File: config.mk
export PLATFORM = sky130hd
export DESIGN_NAME = memc_deskew
export DESIGN_NICKNAME = d
export VERILOG_FILES = /design/src/rtl/memc_deskew_pkg.sv /design/src/rtl/memc_deskew_delay_line.sv /design/src/rtl/memc_deskew.sv
export SDC_FILE = /design/constraint.sdc
export NUM_CORES = 2
export LEC_CHECK = 0
export BUFFER_PORTS_ARGS = -buffer_cell sky130_fd_sc_hd__clkbuf_2
export CORE_AREA = 2 2 311 375
export CTS_BUF_LIST = sky130_fd_sc_hd__clkbuf_8
export CTS_CLUSTER_SIZE = 16
export DETAILED_ROUTE_END_ITERATION = 8
export DIE_AREA = 0 0 313 377
export PLACE_DENSITY = 0.72
export SETUP_SLACK_MARGIN = 0.2
export SYNTH_ARGS = -nofsm -noshare
export SYNTH_HDL_FRONTEND = slang
export SYNTH_SLANG_ARGS = --single-unit
File: constraint.sdc
create_clock -name clk -period 2.88 [get_ports clk]
set_clock_uncertainty 0.05 [all_clocks]
set_input_delay 0.576 -clock clk [delete_from_list [all_inputs] [get_ports clk]]
set_output_delay 0.576 -clock clk [all_outputs]
set_load 0.005 [all_outputs]
File: src/rtl/memc_deskew_pkg.sv
// Shared types, defaults and the saturation helper for the result deskew block.
package memc_deskew_pkg;

    localparam int DIM_DEF      = 8;
    localparam int BITS_C_DEF   = 24;
    localparam int BITS_OUT_DEF = 16;

    typedef enum logic [1:0] {
        IDLE    = 2'd0,
        SKEW    = 2'd1,
        CAPTURE = 2'd2,
        DRAIN   = 2'd3
    } state_t;

    // Clamp a sign-extended value to the signed range of bits_out bits.
    function automatic logic signed [63:0] sat(input logic signed [63:0] x,
                                               input int unsigned bits_out);
        logic signed [63:0] hi;
        logic signed [63:0] lo;
        hi = (64'sd1 <<< (bits_out - 1)) - 64'sd1;
        lo = -(64'sd1 <<< (bits_out - 1));
        if (x > hi)
            return hi;
        else if (x < lo)
            return lo;
        else
            return x;
    endfunction

endpackage

File: src/rtl/memc_deskew_delay_line.sv
// En-gated shift register used to undo the per-column skew; depth 0 is a plain wire.
module memc_deskew_delay_line #(
    parameter int DEPTH = 1,
    parameter int WIDTH = 24
) (
    input  logic             clk,
    input  logic             rst_n,
    input  logic             en,
    input  logic [WIDTH-1:0] din,
    output logic [WIDTH-1:0] dout
);

    generate
        if (DEPTH == 0) begin : g_wire
            logic unused_ctl;
            assign unused_ctl = ^{clk, rst_n, en};
            assign dout = din;
        end else begin : g_shift
            logic [DEPTH-1:0][WIDTH-1:0] sr;

            always_ff @(posedge clk or negedge rst_n) begin
                if (!rst_n) begin
                    sr <= '0;
                end else if (en) begin
                    sr[0] <= din;
                    for (int i = 1; i < DEPTH; i++)
                        sr[i] <= sr[i-1];
                end
            end

            assign dout = sr[DEPTH-1];
        end
    endgenerate

endmodule

File: src/rtl/memc_deskew.sv
// Realigns skewed systolic-array result columns and streams the rows out over valid/ready.
// Build option: define MEMC_DESKEW_SAT_EN to saturate elements instead of truncating them.
//
// state   | meaning
// --------+------------------------------------------------------------
// IDLE    | waiting for en && start (that cycle is step 0)
// SKEW    | delay lines filling, no aligned row yet
// CAPTURE | one aligned row written to the buffer per en step
// DRAIN   | all rows captured, waiting for the last handshake
module memc_deskew
    import memc_deskew_pkg::*;
#(
    parameter int BITS_C   = BITS_C_DEF,
    parameter int BITS_OUT = BITS_OUT_DEF,
    parameter int DIM      = DIM_DEF
) (
    input  logic                         clk,
    input  logic                         rst_n,
    input  logic                         en,
    input  logic                         start,
    input  logic [DIM-1:0][BITS_C-1:0]   Cin,
    output logic [DIM-1:0][BITS_OUT-1:0] Cout,
    output logic                         out_valid,
    input  logic                         out_ready,
    output logic                         busy,
    output logic                         done
);

    localparam int SW = $clog2(2 * DIM);
    localparam int PW = (DIM > 1) ? $clog2(DIM) : 1;
    localparam int CW = $clog2(DIM + 1);

    state_t                     state;
    state_t                     state_nx;
    logic [SW-1:0]              step;
    logic [SW-1:0]              step_nx;
    logic [SW-1:0]              cur_step;
    logic                       in_pass;
    logic                       wr;
    logic                       rd;
    logic [DIM-1:0][BITS_C-1:0] aligned;
    logic [DIM-1:0][BITS_C-1:0] mem [DIM];
    logic [PW-1:0]              wptr;
    logic [PW-1:0]              rptr;
    logic [CW-1:0]              count;

    generate
        for (genvar j = 0; j < DIM; j++) begin : g_col
            memc_deskew_delay_line #(
                .DEPTH(DIM - 1 - j),
                .WIDTH(BITS_C)
            ) u_dly (
                .clk  (clk),
                .rst_n(rst_n),
                .en   (en),
                .din  (Cin[j]),
                .dout (aligned[j])
            );
        end
    endgenerate

    // The start cycle is step 0 even though the register still reads IDLE.
    assign cur_step  = (state == IDLE) ? '0 : step;
    assign in_pass   = (state == SKEW) || (state == CAPTURE) || ((state == IDLE) && start);
    assign wr        = en && in_pass && (cur_step >= SW'(DIM - 1));
    assign out_valid = (count != '0);
    assign rd        = out_valid && out_ready;
    // The last row is written before DRAIN, so a read of count 1 there is row DIM-1.
    assign done      = (state == DRAIN) && rd && (count == CW'(1));
    assign busy      = (state != IDLE);

    always_comb begin
        state_nx = state;
        step_nx  = step;
        case (state)
            IDLE, SKEW, CAPTURE: begin
                if (en && in_pass) begin
                    step_nx = cur_step + SW'(1);
                    if (wr && (cur_step == SW'(2 * DIM - 2)))
                        state_nx = DRAIN;
                    else if ((cur_step + SW'(1)) >= SW'(DIM - 1))
                        state_nx = CAPTURE;
                    else
                        state_nx = SKEW;
                end
            end
            DRAIN: begin
                if (done) begin
                    state_nx = IDLE;
                    step_nx  = '0;
                end
            end
            default: begin
                state_nx = IDLE;
                step_nx  = '0;
            end
        endcase
    end

    always_ff @(posedge clk or negedge rst_n) begin
        if (!rst_n) begin
            state <= IDLE;
            step  <= '0;
        end else begin
            state <= state_nx;
            step  <= step_nx;
        end
    end

    function automatic logic [PW-1:0] ptr_inc(input logic [PW-1:0] p);
        return (p == PW'(DIM - 1)) ? '0 : p + PW'(1);
    endfunction

    always_ff @(posedge clk or negedge rst_n) begin
        if (!rst_n) begin
            wptr  <= '0;
            rptr  <= '0;
            count <= '0;
            for (int i = 0; i < DIM; i++)
                mem[i] <= '0;
        end else begin
            if (wr) begin
                mem[wptr] <= aligned;
                wptr      <= ptr_inc(wptr);
            end
            if (rd)
                rptr <= ptr_inc(rptr);
            case ({wr, rd})
                2'b10:   count <= count + CW'(1);
                2'b01:   count <= count - CW'(1);
                default: count <= count;
            endcase
        end
    end

    always_comb begin
        Cout = '0;
        if (out_valid) begin
            for (int j = 0; j < DIM; j++) begin
`ifdef MEMC_DESKEW_SAT_EN
                Cout[j] = BITS_OUT'(sat(64'($signed(mem[rptr][j])), BITS_OUT));
`else
                Cout[j] = BITS_OUT'(mem[rptr][j]);
`endif
            end
        end
    end

endmodule

; Word-level counts from Yosys, hierarchy flattened
; Cells that the tools add are included.
[word_totals]
regBits = 2224
in_bits = 197
output_inout_bits = 131
wordCells = 155
[op_classes]
n_addsub = 5
order_cmp = 5
eq_ne = 11
muxes = 19
bitwise = 2
n_reduce_logical = 16
[op_table]
columns = cell, count
row1 = bitwise mux 1536 bit, 1
row2 = binary-select mux 192 bit (select 3 bit), 1
row3 = demux 192 bit (select 3 bit), 1
row4 = two-way mux 184 bit, 2
row5 = two-way mux 192 bit, 1
row6 = two-way mux 128 bit, 1
row7 = case mux 4 bit (2 select lines), 2
row8 = two-way mux 4 bit, 3
row9 = "adder 4 x 1 -> 4 bit, second input constant", 2
row10 = ">= comparator 4 x 3 -> 1 bit, second input constant", 2
row11 = ">= comparator 4 bit, second input constant", 2
row12 = logical AND 1 bit, 8
row13 = two-way mux 2 bit, 4
row14 = inverter 3 -> 4 bit, 2
row15 = "adder 3 x 1 -> 3 bit, second input constant", 2
row16 = "== test 2 bit, second input constant", 3
row17 = "== test 3 bit, second input constant", 2
row18 = two-way mux 3 bit, 2
row19 = "== test 2 x 1 -> 1 bit, second input constant", 2
row20 = "== test 4 x 1 -> 1 bit, second input constant", 1
row21 = "== test 4 bit, second input constant", 1
row22 = "< comparator 4 x 1 -> 1 bit, second input constant", 1
row23 = "!= test 2 bit, second input constant", 2
row24 = case mux 2 bit (2 select lines), 1
row25 = 7 further kinds, 9

; Longest topological paths before layout
[logic_depth]
ltp_word = 9
ltp_mapped = 10
depth_no_buf = 10

; Cells and area by module
; A second synthesis with hierarchy kept.
[unflattened]
cells_unflattened = 4319
hier_area_um2 = 74702.9
[by_module_without_submodules]
columns = mod, n_inst, cells_each, area_each_um2, seq_area_each_um2
row1 = memc_deskew, 1, 2732, 47060.1, 26025.0
row2 = memc_deskew_delay_line (g_col[0].u_dly), 1, 379, 6844.1, 4204.0
row3 = memc_deskew_delay_line (g_col[1].u_dly), 1, 328, 5760.5, 3603.5
row4 = memc_deskew_delay_line (g_col[2].u_dly), 1, 277, 4668.2, 3002.9
row5 = memc_deskew_delay_line (g_col[3].u_dly), 1, 227, 3945.0, 2402.3
row6 = memc_deskew_delay_line (g_col[4].u_dly), 1, 176, 3206.8, 1801.7
row7 = memc_deskew_delay_line (g_col[5].u_dly), 1, 125, 2040.7, 1201.2
row8 = memc_deskew_delay_line (g_col[6].u_dly), 1, 51, 997.2, 600.6
row9 = memc_deskew_delay_line (g_col[7].u_dly), 1, 24, 180.2, 0.0

; Worst setup path before layout
; No wires, ideal clock.
[synth_path]
kind = flip-flop to output port
from = reg rptr[0]
to = out Cout[0] (netlist name)
arrival_ps = 1839
required_ps = 2254
path_slack_ps = 415
stages_incl_launch_ff = 5
path_buffers = 2
cell_sequence = dfrtp_1 -> clkbuf_1 -> buf_1 -> mux4_2 -> a22o_1
[synth_lines]
columns = item, line_no
row1 = "start, declared", memc_deskew.sv:44  ; logic [PW-1:0] rptr;
row2 = "start signal, assigned", memc_deskew.sv:127  ; rptr <= ptr_inc(rptr);
row3 = "end, declared", memc_deskew.sv:22  ; output logic [DIM-1:0][BITS_OUT-1:0] Cout,

==> results.cfg <==
[place]
port_buffers = 263
globalplace.congestion = 0.7408
dp.cells = 5354
post-dp-hpwl_um = 77590
placed_area_um2 = 66630
dp_slack_ns = 0.2811

[setup_path]
crit_family = buffers and inverters
critPathKind = reg -> out
r2r-end = mem[1237]
start_kind = flop
cp_data_arrival_time_ns = 2.84
cp_cell_sequence = buf_12 > buf_16 > buf_12 > buf_16 > mux4_2 > a22o_4 > clkbuf_2
cp_slowest_cell = mux4_2
end_kind = output port
crit_required_ns = 2.25
crit_fanout = 8
r2r_slack_ns = 0.36
path_buf_inv = 5
timing.rr.start = state[1]
reg2reg_depth = 8
max_stage_delay_ns = 0.52

[clock_tree]
clock-sinks = 1488
cts_made_buffers = 227
clkTransAtPathRegs_ns = 0.06
cts_tree = done
cts_htree_levels = 4
clock_latency_ns = 0.95
root_buffer = clkbuf_8
clockBufferDepth = 3

[layout]
mostFrequentLayoutCells = 1485 x dfrtp_1, 1478 x mux2_2, 288 x clkbuf_8
final_nets = 4479
syn_to_final_growth_pct = 18.81
post-route-util_pct = 65.09
fin_area_um2 = 74320
layout-drive-gt1-share_pct = 57.86
final_cells = 5968
final_common_cell = dfrtp_1

[global_routing]
grt_max_degree = 90
overflow = 0
grt_pass1_wl_um = 219000
first_global_vias = 36999
grt.total_usage_pct = 24.07
antenna_found_initial = 1

[synthesis]
yosys_warnings = 0
synth_area_um2 = 62550
syn_area_per_cell_um2 = 17.01
ys.flop_type = dfrtp_1
synth_nets = 3885
postSynth.asyncResetShare_pct = 100.0
synth_cell_type_count = 36
synth_edf_count = 0
synth_cells = 3678
yosysSeqAreaShare_pct = 59.53
ys_ff_latch = 1488

[power]
fin_total_pwr_mw = 68.83
p_leak_nw = 35.12
pwr_density_cell_nw_per_um2 = 926.2
irDropWorstVdd_mv = 0.5278

[timing]
setup_violations = 128
fin_ws_ns = -0.5908
min_period_ns = 3.471
grt_setup_unrepaired = yes
min_period_over_period_pct = 120.5
fmax_mhz = 288.1
relSlewSlack_pct = 55.20
finalHoldViolations = 0
drv_slew = 0
worst_pin_slew_ns = 0.6720

[floorplanning]
die_h_um = 377
core-area_um2 = 114200
die_w_um = 313
dieArea_um2 = 118000
rows = 136
ios = 328
initial_core_util_pct = 54.78

[drt]
wirelength_um = 137900
num_vias = 34328
wire_per_inst_um = 23.10
via_per_inst = 5.752
drtAntennaViolNets = 0
drcViolationCount = 0
dr.pass1.iters = 5
drt_iter0_drc = 1846

[status]
violations = negative setup slack
status = finished with violations

[hold_path]
hold_class = in -> async

[flow_run]
cap_violations = 0
power by group:
part | total (mW) | leakage (nW) | switching [mW] | internal [mW]
clock network | 17.0 | 2.66 | 8.09 | 8.91
registers | 29.8 | 19.4 | 3.48 | 26.3
logic | 22.1 | 13.1 | 9.09 | 13.0
total | 68.8 | 35.1 | 20.6 | 48.2
worst reg2reg max path, cell delays in order (launching register included):
cell and delay, ns:
dfrtp_1 0.37, inv_1 0.06, ha_1 0.30, and2b_1 0.23
nand3_1 0.15, nor4_2 0.32, buf_4 0.27, buf_12 0.26
mux2_2 0.40
synth_stat cells, drive strengths merged, types with 3 or more instances:
master | n | share of area, %
mux4 | 256 | 9.2
mux2 | 1478 | 27
inv | 8 | 0.048
nand2 | 8 | 0.048
o21ai | 3 | 0.024
buf | 145 | 1.4
nand3 | 3 | 0.024
nor3 | 4 | 0.032
xnor2 | 4 | 0.056
ha | 10 | 0.20
dfrtp | 1488 | 60
nor2 | 9 | 0.054
a22o | 130 | 1.8
clkbuf | 103 | 0.62
a21oi | 6 | 0.048
worst max-delay path by stage:
stage / to / start / cells past startpoint
3_3_place_gp: Cout[21] / rptr[0] / 5
5_1_grt: Cout[21] / rptr[0] / 7
6_report: Cout[21] / rptr[0] / 7
2_1_floorplan: Cout[0] / rptr[0] / 4
4_1_cts: Cout[49] / rptr[0] / 7
3_5_place_dp: Cout[21] / rptr[0] / 5
kinds of logic (layout without fill, tap and decap cells):
kind of cell	count (synthesis)	in the layout	share of synthesized area (%)
AND/OR/NAND/NOR	40	40	0.3501
adder cells (fa/ha/maj)	10	10	0.2000
buffers and inverters	256	1025	2.048
AO/OA/AOI/OAI	143	143	1.948
flip-flops	1488	1488	59.53
other	0	3	0
XOR/XNOR	6	6	0.08401
multiplexers	1735	1735	35.84
flip-flops by register name, indices dropped and copies added, names as in the netlist:
| name | flops |
|---|---|
| count | 4 |
| rptr | 3 |
| g_col.u_dly.g_shift.sr | 336 |
| state | 2 |
| wptr | 3 |
| mem | 1024 |
| g_col.u_dly.dout | 112 |
| step | 4 |
routing by layer:
layer	share of wire [%]	global-route usage, %	wire length (um)
met2	49	38.74	66940
met1	45	33.83	62550
met5	0	0	0
met3	4.0	4.117	5515
met4	2.1	7.340	2844
layout make-up:
class                           count  area (um^2)
Tap cell                         1518         1899
Timing Repair Buffer              613         6306
Antenna cell                        3        7.507
Fill cell                        8074        39860
Clock inverter                    117        534.3
Sequential cell                  1488        37240
Clock buffer                      287         3950
Inverter                            8        30.03
Multi-Input combinational cell   1934        24350
metrics by stage:
step                      TNS (ns)  hold WS [ns]
after floorplan                  0        0.2304
after global placement           0        0.4106
after detailed placement         0        0.4102
after CTS                   -78.52       0.03725
after global routing        -79.49        0.1130
final                       -64.45        0.1526
what timing repair did:
action | CTS | global route
pin swaps | 47 | 29
hold buffers | 130 | 0
endpoints found under the hold margin | 552 | 0
cloned | 25 | 3
gates resized for setup | 102 | 36
setup endpoints to repair | 130 | 129
buffers inserted | 41 | 8
Note: power is estimated with default switching activity, not from simulation.
